File: src/rtl/roll_scan_ctrl_pkg.sv
// Shared definitions for the roll display blocks: controller states, the blank
// code understood by the segment decoder, and an index-width helper.
package roll_pkg;

  localparam int unsigned DIGIT_W = 4;
  localparam logic [DIGIT_W-1:0] BLANK_CODE = 4'hF;

  typedef enum logic [1:0] {
    IDLE  = 2'd0,
    RUN   = 2'd1,
    PAUSE = 2'd2
  } roll_state_e;

  // Width of an index into n items; never less than one bit.
  function automatic int unsigned idx_w(input int unsigned n);
    return (n > 1) ? $clog2(n) : 1;
  endfunction

endpackage

File: src/rtl/roll_scan_ctrl_if.sv
// Control/display bundle between the switch logic (master) and the roll
// scan controller (slave).
interface roll_scan_ctrl_if
  import roll_pkg::*;
#(
  parameter int unsigned NUM_DIGITS = 4,
  parameter int unsigned SEQ_LEN    = 8
) ();

  localparam int unsigned POS_W = idx_w(SEQ_LEN);

  logic                         en;
  logic                         pause;
  logic                         load;
  logic [DIGIT_W*SEQ_LEN-1:0]   load_data;
  logic [DIGIT_W-1:0]           dig_code;
  logic [NUM_DIGITS-1:0]        an;
  logic [POS_W-1:0]             roll_pos;
  logic                         wrap;

  modport master (
    output en, pause, load, load_data,
    input  dig_code, an, roll_pos, wrap
  );

  modport slave (
    input  en, pause, load, load_data,
    output dig_code, an, roll_pos, wrap
  );

endinterface

File: src/rtl/roll_scan_ctrl_tick_gen.sv
// Free-running modulo-DIV counter that pulses tick on its terminal count while
// run is high; clr restarts the count and suppresses the pulse.
module tick_gen #(
  parameter int unsigned DIV = 4
) (
  input  logic clk,
  input  logic rst_n,
  input  logic run,
  input  logic clr,
  output logic tick
);

  localparam int unsigned CNT_W = (DIV > 1) ? $clog2(DIV) : 1;
  localparam logic [CNT_W-1:0] LAST = CNT_W'(DIV - 1);

  logic [CNT_W-1:0] cnt_q;

  always_ff @(posedge clk or negedge rst_n) begin
    if (!rst_n) begin
      cnt_q <= '0;
    end else if (clr) begin
      cnt_q <= '0;
    end else if (run) begin
      cnt_q <= (cnt_q == LAST) ? '0 : cnt_q + CNT_W'(1);
    end
  end

  assign tick = run && !clr && (cnt_q == LAST);

endmodule

File: src/rtl/roll_scan_ctrl.sv
// Roll display sequencer: multiplexes a scrolling window of a loaded BCD digit
// sequence onto one shared 7-segment decoder, one anode at a time.
module roll_scan_ctrl
  import roll_pkg::*;
#(
  parameter int unsigned NUM_DIGITS = 4,
  parameter int unsigned SEQ_LEN    = 8,
  parameter int unsigned SCAN_DIV   = 50000,
  parameter int unsigned ROLL_DIV   = 25000000
) (
  input logic             clk,
  input logic             rst_n,
  roll_scan_ctrl_if.slave bus
);

  localparam int unsigned POS_W  = idx_w(SEQ_LEN);
  localparam int unsigned SLOT_W = idx_w(NUM_DIGITS);
  localparam int unsigned SUM_W  = POS_W + 1;
  localparam logic [POS_W-1:0]  POS_LAST  = POS_W'(SEQ_LEN - 1);
  localparam logic [SLOT_W-1:0] SLOT_LAST = SLOT_W'(NUM_DIGITS - 1);
  localparam logic [SUM_W-1:0]  SEQ_LEN_S = SUM_W'(SEQ_LEN);

  roll_state_e             state_q, state_d;
  logic [SLOT_W-1:0]       slot_q;
  logic [POS_W-1:0]        pos_q;
  logic                    wrap_q;
  logic [DIGIT_W-1:0]      seq_q [SEQ_LEN];
  logic [NUM_DIGITS-1:0]   an_q, an_d;
  logic [DIGIT_W-1:0]      dig_q, dig_d;
  logic [SUM_W-1:0]        win_sum;
  logic [POS_W-1:0]        win_idx;
  logic                    scan_tick;
  logic                    roll_tick;
  logic                    scanning;
  logic                    rolling;

  assign scanning = (state_q != IDLE);
  assign rolling  = (state_q == RUN);

  tick_gen #(.DIV(SCAN_DIV)) u_scan_tick (
    .clk   (clk),
    .rst_n (rst_n),
    .run   (scanning),
    .clr   (!scanning),
    .tick  (scan_tick)
  );

  // Load restarts the scroll step so the new number starts from a full step.
  tick_gen #(.DIV(ROLL_DIV)) u_roll_tick (
    .clk   (clk),
    .rst_n (rst_n),
    .run   (rolling),
    .clr   (bus.load),
    .tick  (roll_tick)
  );

  // Window index wraps by one compare-and-subtract since pos+slot < 2*SEQ_LEN.
  always_comb begin
    win_sum = SUM_W'(pos_q) + SUM_W'(slot_q);
    win_idx = (win_sum >= SEQ_LEN_S) ? POS_W'(win_sum - SEQ_LEN_S) : POS_W'(win_sum);
  end

  always_ff @(posedge clk or negedge rst_n) begin
    if (!rst_n) begin
      state_q <= IDLE;
    end else begin
      state_q <= state_d;
    end
  end

  always_comb begin
    state_d = state_q;
    an_d    = '1;
    dig_d   = BLANK_CODE;
    unique case (state_q)
      IDLE:    if (bus.en) state_d = RUN;
      RUN:     if (!bus.en) state_d = IDLE; else if (bus.pause) state_d = PAUSE;
      PAUSE:   if (!bus.en) state_d = IDLE; else if (!bus.pause) state_d = RUN;
      default: state_d = IDLE;
    endcase
    if (state_q != IDLE) begin
      an_d  = ~(NUM_DIGITS'(1) << slot_q);
      dig_d = seq_q[win_idx];
    end
  end

  always_ff @(posedge clk or negedge rst_n) begin
    if (!rst_n) begin
      slot_q <= '0;
    end else if (!scanning) begin
      slot_q <= '0;
    end else if (scan_tick) begin
      slot_q <= (slot_q == SLOT_LAST) ? '0 : slot_q + SLOT_W'(1);
    end
  end

  // A load overrides a coincident scroll step and never produces a wrap pulse.
  always_ff @(posedge clk or negedge rst_n) begin
    if (!rst_n) begin
      pos_q  <= '0;
      wrap_q <= 1'b0;
    end else begin
      wrap_q <= 1'b0;
      if (bus.load) begin
        pos_q <= '0;
      end else if (roll_tick) begin
        if (pos_q == POS_LAST) begin
          pos_q  <= '0;
          wrap_q <= 1'b1;
        end else begin
          pos_q <= pos_q + POS_W'(1);
        end
      end
    end
  end

  always_ff @(posedge clk or negedge rst_n) begin
    if (!rst_n) begin
      for (int unsigned i = 0; i < SEQ_LEN; i++) seq_q[i] <= '0;
    end else if (bus.load) begin
      for (int unsigned i = 0; i < SEQ_LEN; i++) seq_q[i] <= bus.load_data[i*DIGIT_W +: DIGIT_W];
    end
  end

  // Code and enable share one register stage so they switch on the same edge.
  always_ff @(posedge clk or negedge rst_n) begin
    if (!rst_n) begin
      an_q  <= '1;
      dig_q <= BLANK_CODE;
    end else begin
      an_q  <= an_d;
      dig_q <= dig_d;
    end
  end

  assign bus.an       = an_q;
  assign bus.dig_code = dig_q;
  assign bus.roll_pos = pos_q;
  assign bus.wrap     = wrap_q;

endmodule

File: src/flat_wrapper.sv
// flat-port wrapper written by rule: the top's interface ports become plain ports
module roll_scan_ctrl_flat import roll_pkg::*;
#(
  parameter int unsigned NUM_DIGITS = 4,
  parameter int unsigned SEQ_LEN    = 8,
  parameter int unsigned SCAN_DIV   = 50000,
  parameter int unsigned ROLL_DIV   = 25000000
)
  (clk, rst_n, bus_en, bus_pause, bus_load, bus_load_data, bus_dig_code, bus_an, bus_roll_pos, bus_wrap);
  roll_scan_ctrl_if #(.NUM_DIGITS(NUM_DIGITS), .SEQ_LEN(SEQ_LEN)) bus_i ();
  input logic clk;
  input logic rst_n;
  input wire logic [$bits(bus_i.en)-1:0] bus_en;
  input wire logic [$bits(bus_i.pause)-1:0] bus_pause;
  input wire logic [$bits(bus_i.load)-1:0] bus_load;
  input wire logic [$bits(bus_i.load_data)-1:0] bus_load_data;
  output wire logic [$bits(bus_i.dig_code)-1:0] bus_dig_code;
  output wire logic [$bits(bus_i.an)-1:0] bus_an;
  output wire logic [$bits(bus_i.roll_pos)-1:0] bus_roll_pos;
  output wire logic [$bits(bus_i.wrap)-1:0] bus_wrap;
  assign bus_i.en = bus_en;
  assign bus_i.pause = bus_pause;
  assign bus_i.load = bus_load;
  assign bus_i.load_data = bus_load_data;
  assign bus_dig_code = bus_i.dig_code;
  assign bus_an = bus_i.an;
  assign bus_roll_pos = bus_i.roll_pos;
  assign bus_wrap = bus_i.wrap;
  roll_scan_ctrl #(.NUM_DIGITS(NUM_DIGITS), .SEQ_LEN(SEQ_LEN), .SCAN_DIV(SCAN_DIV), .ROLL_DIV(ROLL_DIV)) u_core (.clk(clk), .rst_n(rst_n), .bus(bus_i));
endmodule
File: config.mk
export PLATFORM = sky130hd
export DESIGN_NAME = roll_scan_ctrl_flat
export DESIGN_NICKNAME = d
export VERILOG_FILES = /design/src/rtl/roll_scan_ctrl_pkg.sv /design/src/rtl/roll_scan_ctrl_if.sv /design/src/rtl/roll_scan_ctrl_tick_gen.sv /design/src/rtl/roll_scan_ctrl.sv /design/src/flat_wrapper.sv
export SDC_FILE = /design/constraint.sdc
export NUM_CORES = 1
export LEC_CHECK = 0
export BUFFER_PORTS_ARGS = -buffer_cell sky130_fd_sc_hd__buf_2
export CORE_UTILIZATION = 58
export DETAILED_ROUTE_END_ITERATION = 7
export HOLD_SLACK_MARGIN = 0.1
export PLACE_DENSITY = 0.87
export SKIP_CTS_REPAIR_TIMING = 1
export SLEW_MARGIN = 20
export SYNTH_ARGS = -nofsm -noshare
export SYNTH_HDL_FRONTEND = slang
export SYNTH_SLANG_ARGS = --single-unit
export TNS_END_PERCENT = 10
File: constraint.sdc
create_clock -name clk -period 2.3 [get_ports clk]
set_input_delay 0 -clock clk [delete_from_list [all_inputs] [get_ports clk]]
set_output_delay 0 -clock clk [all_outputs]
set_load 0.02 [all_outputs]
==> impl_results.html <==
<table>
<tr><th>Metric</th><th>Value</th></tr>
<tr><th colspan="2">Outcome</th></tr>
<tr><td>Result of the run</td><td>finished, final reports clean</td></tr>
<tr><th colspan="2">Critical path</th></tr>
<tr><td>Endpoint type of the worst setup path</td><td>flip-flop</td></tr>
<tr><td>Register-to-Register Setup Slack</td><td>around 50 ps</td></tr>
<tr><td>CP required</td><td>between 2000 and 3000 ps</td></tr>
<tr><td>Crit Path Max Fanout</td><td>8</td></tr>
<tr><td>Critical path class</td><td>reg2reg</td></tr>
<tr><td>Worst path buffer plus inverter count</td><td>2</td></tr>
<tr><td>Depth of the worst register-to-register path</td><td>7</td></tr>
<tr><td>Slowest cell on crit path</td><td>fa_1</td></tr>
<tr><td>Cell class contributing the biggest share of worst-path delay</td><td>adder cells</td></tr>
<tr><td>Crit-path max cell delay</td><td>approximately 480 ps</td></tr>
<tr><td>RR Startpoint</td><td>u_core.bus.roll_pos[0]</td></tr>
<tr><td>Endpoint of the worst-slack reg-to-reg timing path</td><td>u_core.bus.dig_code[0]</td></tr>
<tr><td>Cell chain of the critical path</td><td>ha_1 &gt; inv_1 &gt; fa_1 &gt; buf_4 &gt; mux4_2 &gt; mux2i_1 &gt; nand2_1</td></tr>
<tr><td>Crit path launch type</td><td>flip-flop</td></tr>
<tr><td>CP Data Arrival Time</td><td>2530 ps</td></tr>
<tr><th colspan="2">Floorplan</th></tr>
<tr><td>Placeable core area</td><td>approximately 7300 um2</td></tr>
<tr><td>Floorplan die area</td><td>roughly 8000 um2</td></tr>
<tr><td>Die W</td><td>88.4 um</td></tr>
<tr><td>Effective utilization at floorplan</td><td>0.597</td></tr>
<tr><td>Number of placement rows</td><td>31</td></tr>
<tr><td>Vertical extent of the die</td><td>88.4 um</td></tr>
<tr><td>Ports placed on the boundary</td><td>between 40 and 50</td></tr>
<tr><th colspan="2">STA</th></tr>
<tr><td>Count of pins over their slew limit</td><td>0</td></tr>
<tr><td>Clock period minus final worst setup slack</td><td>roughly 2200 ps</td></tr>
<tr><td>Hold Vio Cnt, Final</td><td>0</td></tr>
<tr><td>Setup tns final</td><td>0 ps</td></tr>
<tr><td>Final cycle utilization of the critical path</td><td>0.978</td></tr>
<tr><td>Worst slew pin tran</td><td>approximately 700 ps</td></tr>
<tr><td>Clock skew after layout</td><td>13.6 ps</td></tr>
<tr><td>Relative slew slack</td><td>0.535</td></tr>
<tr><td>Fmax achieved</td><td>between 0.4 and 0.5 GHz</td></tr>
<tr><td>Worst slack on hold paths</td><td>about 110 ps</td></tr>
<tr><td>Number of setup violations in the final report</td><td>0</td></tr>
<tr><th colspan="2">Placement</th></tr>
<tr><td>Port buffer count</td><td>48</td></tr>
<tr><td>RePlAce Congestion</td><td>about 0.86</td></tr>
<tr><td>Post-detailed-placement half-perimeter wirelength</td><td>6.28 mm</td></tr>
<tr><td>Placed instance count</td><td>around 530</td></tr>
<tr><td>Total placed instance area</td><td>between 4000 and 5000 um2</td></tr>
<tr><th colspan="2">Logic synthesis</th></tr>
<tr><td>Simple-Gate Fraction of Synth Area</td><td>0.168</td></tr>
<tr><td>Largest family of logic cells by synthesized area</td><td>simple AND/OR/NAND/NOR gates</td></tr>
<tr><td>Asr flop ratio synth</td><td>1.00</td></tr>
<tr><td>Synth area leaders</td><td>dfrtp_1, mux2_2, dfstp_2</td></tr>
<tr><td>Adder and majority cell fraction of the synthesized area</td><td>0.0306</td></tr>
<tr><td>Mapped Cells</td><td>388</td></tr>
<tr><td>Multiplexer area fraction after synthesis</td><td>0.144</td></tr>
<tr><td>Number of synthesized register bits</td><td>89</td></tr>
<tr><td>Post-synthesis xor/xnor area fraction</td><td>0.0324</td></tr>
<tr><td>Synth Area in Compound Gates</td><td>0.0815</td></tr>
<tr><td>Sequential fraction of the synthesis area</td><td>0.517</td></tr>
<tr><td>Yosys warnings</td><td>0</td></tr>
<tr><td>EDFF count, synth</td><td>0</td></tr>
<tr><td>Post-Synthesis Net Count</td><td>~440</td></tr>
<tr><td>Most used flip-flop cell after synthesis</td><td>dfrtp_1</td></tr>
<tr><td>Library cells used by synthesis</td><td>45</td></tr>
<tr><td>Share of the synthesized area in the top cell type</td><td>0.468</td></tr>
<tr><td>Post-Syn Area</td><td>~4300 um2</td></tr>
<tr><td>Average footprint of a synthesized cell</td><td>between 10 and 15 um2</td></tr>
<tr><td>Largest area contributor in the netlist</td><td>dfrtp_1</td></tr>
<tr><th colspan="2">Route</th></tr>
<tr><td>Vias per cell</td><td>6.20</td></tr>
<tr><td>Total Routed Length</td><td>between 10 and 15 mm</td></tr>
<tr><td>Routed vias</td><td>~3600</td></tr>
<tr><td>Post-detailed-route count of antenna-violating nets</td><td>0</td></tr>
<tr><td>Starting DRT DRC Count</td><td>290</td></tr>
<tr><td>Detail-routed net length per standard cell</td><td>20.0 um</td></tr>
<tr><td>Number of remaining DRC errors</td><td>0</td></tr>
<tr><td>Number of optimization iterations in the first detailed-route pass</td><td>5</td></tr>
<tr><th colspan="2">Layout</th></tr>
<tr><td>Antenna fix cells</td><td>0</td></tr>
<tr><td>Number of cells in the finished layout apart from fillers</td><td>~580</td></tr>
<tr><td>Layout cells sized above 1</td><td>0.271</td></tr>
<tr><td>Synth-to-Final Area Change</td><td>21.8%</td></tr>
<tr><td>Number of nets in the layout</td><td>~530</td></tr>
<tr><td>Fin area</td><td>~5300 um2</td></tr>
<tr><th colspan="2">GRT</th></tr>
<tr><td>Largest net degree at the start of global routing</td><td>90</td></tr>
<tr><td>Global-route layer with the greatest usage</td><td>met2</td></tr>
<tr><td>Vias in the first global route</td><td>~3000</td></tr>
<tr><td>Antenna violations before repair</td><td>0</td></tr>
<tr><td>All-Layer GR Usage</td><td>0.238</td></tr>
<tr><td>Met3 track demand over resource</td><td>0.0476</td></tr>
<tr><td>Total grt overflow</td><td>0</td></tr>
<tr><td>First-pass GRT wire length</td><td>between 10 and 15 mm</td></tr>
<tr><td>Met2 demand-to-capacity share in global routing</td><td>0.387</td></tr>
<tr><td>Global routing met1 resource utilization</td><td>0.316</td></tr>
<tr><th colspan="2">Min path</th></tr>
<tr><td>Hold EP</td><td>u_core.bus.wrap</td></tr>
<tr><td>Startpoint of the tightest hold check path</td><td>bus_load</td></tr>
<tr><td>Number of instances on the worst hold path</td><td>3</td></tr>
<tr><td>HP Class</td><td>in2reg</td></tr>
<tr><th colspan="2">Clock tree</th></tr>
<tr><td>CTS Sinks</td><td>89</td></tr>
<tr><td>Level count of the clock H-tree</td><td>3</td></tr>
<tr><td>Clk root buf</td><td>clkbuf_8</td></tr>
<tr><td>CTS tree</td><td>built</td></tr>
<tr><td>Clock Path Buffers</td><td>2</td></tr>
<tr><td>Clock slew seen by the registers of the worst setup and hold paths</td><td>90 ps</td></tr>
<tr><td>Clock buffers created by TritonCTS</td><td>9</td></tr>
<tr><td>Clock Latency Late Sink</td><td>around 370 ps</td></tr>
<tr><th colspan="2">Run</th></tr>
<tr><td>Max Cap Violations</td><td>0</td></tr>
<tr><th colspan="2">Power</th></tr>
<tr><td>Power per unit of standard cell area</td><td>595 nW/um2</td></tr>
<tr><td>Leakage power of the design</td><td>roughly 2.3 nW</td></tr>
<tr><td>Largest voltage drop on the vdd net</td><td>around 0.42 mV</td></tr>
<tr><td>Total power</td><td>around 3.1 mW</td></tr>
</table>
==> Yosys cell counts (3+ instances only) <==
| cell type | instances |
|---|---|
| nor2_1 | 34 |
| nand4_1 | 11 |
| nor4_1 | 5 |
| nor3_1 | 8 |
| nand3_1 | 21 |
| o21ai_1 | 8 |
| nand3b_1 | 5 |
| mux2_2 | 33 |
| dfrtp_1 | 81 |
| mux4_2 | 8 |
| clkbuf_1 | 12 |
| dfstp_2 | 8 |
| a41oi_1 | 3 |
| nand2b_1 | 8 |
| and3_1 | 6 |
| inv_1 | 12 |
| a21oi_1 | 22 |
| ha_1 | 9 |
| nand2_1 | 29 |
| xnor2_1 | 8 |
| xor2_1 | 8 |
| a31oi_1 | 9 |
| mux2i_1 | 7 |
| a21o_1 | 3 |
| a22o_1 | 4 |
| buf_2 | 3 |
==> report_power, final <==
group | internal (mW) | leakage (nW) | switching, mW
registers | 1.65 | 1.14 | 0.0641
clock network | 0.497 | 0.0998 | 0.560
logic | 0.185 | 1.05 | 0.183
total | 2.33 | 2.29 | 0.807
==> per-layer routing <==
layer	vias up	wire length, um
li1	1576	-
met1	1768	4280
met2	203	5930
met3	61	774
met4	0	631
met5	-	0
==> how the worst max path moves through the flow <==
stage                                             from                     endpoint  depth (start not counted)  slack (ps)
final                           u_core.bus.roll_pos[0]       u_core.bus.dig_code[0]                          7          50
after global routing                  u_core.slot_q[0]       u_core.bus.dig_code[0]                          7         -10
after CTS                  u_core.u_roll_tick.cnt_q[8]  u_core.u_roll_tick.cnt_q[9]                          6          90
after detailed placement   u_core.u_roll_tick.cnt_q[8]  u_core.u_roll_tick.cnt_q[9]                          6         100
after global placement    u_core.u_roll_tick.cnt_q[17]  u_core.u_roll_tick.cnt_q[9]                          6         190
after floorplan                 u_core.bus.roll_pos[0]       u_core.bus.dig_code[0]                          7         240
==> state kept, by name, indices dropped and copies added, names as in the netlist <==
signal,count
u_core.bus.an,4
u_core.bus.dig_code,4
u_core.bus.roll_pos,3
u_core.bus.wrap,1
u_core.seq_q,32
u_core.slot_q,2
u_core.state_q,2
u_core.u_roll_tick.cnt_q,25
u_core.u_scan_tick.cnt_q,16
==> placed cells by master, fill, tap and decap left out, types with 3 or more instances in the layout <==
cell and n:
xnor2_1 8, a31oi_1 9, dlygate4sd3_1 36, a21o_1 3, xor2_1 8, a22o_1 4
nand2b_1 8, a21oi_1 22, nor2_1 34, clkbuf_8 9, ha_1 9, nand3_1 21
mux2i_1 7, o21ai_1 8, nand2_1 29, mux4_2 8, nor3_1 7, and3_1 6
buf_2 47, clkinv_2 4, nand4_1 11, buf_4 12, nor4_1 5, a41oi_1 3
inv_1 12, nand3b_1 5, dfstp_2 8, dfrtp_1 81, mux2_2 33
==> worst reg2reg max path, delay by kind of cell (launching register included) <==
kind | cells | cell delay, ps
fa+ha+maj | 2 | 660
flops | 1 | 470
simple gates | 1 | 110
mux | 2 | 650
buf+inv | 2 | 270
==> through the flow <==
stage               setup slack (ps)   util
CTS                             90.6  0.674
global route                   -10.6  0.727
detailed placement               103  0.648
floorplan                        239      -
finish                          51.0  0.727
global placement                 193  0.648
==> cells by family (layout without fill, tap and decap cells) <==
kind of cell,after synthesis,in the layout
flops,89,89
mux,48,48
simple gates,140,140
fa+ha+maj,10,10
compound gates,56,56
xor+xnor,16,16
buf+inv,29,124
==> area by class of cell <==
| class | count | area [um2] |
|---|---|---|
| tap | 99 | 124 |
| multi-input combinational | 270 | 1980 |
| clock inverter | 6 | 58.8 |
| sequential | 89 | 2240 |
| clock buffer | 10 | 128 |
| fill | 437 | 1980 |
| timing repair buffer | 96 | 706 |
| inverter | 12 | 45.0 |
Power figures use the tool's default switching activity.
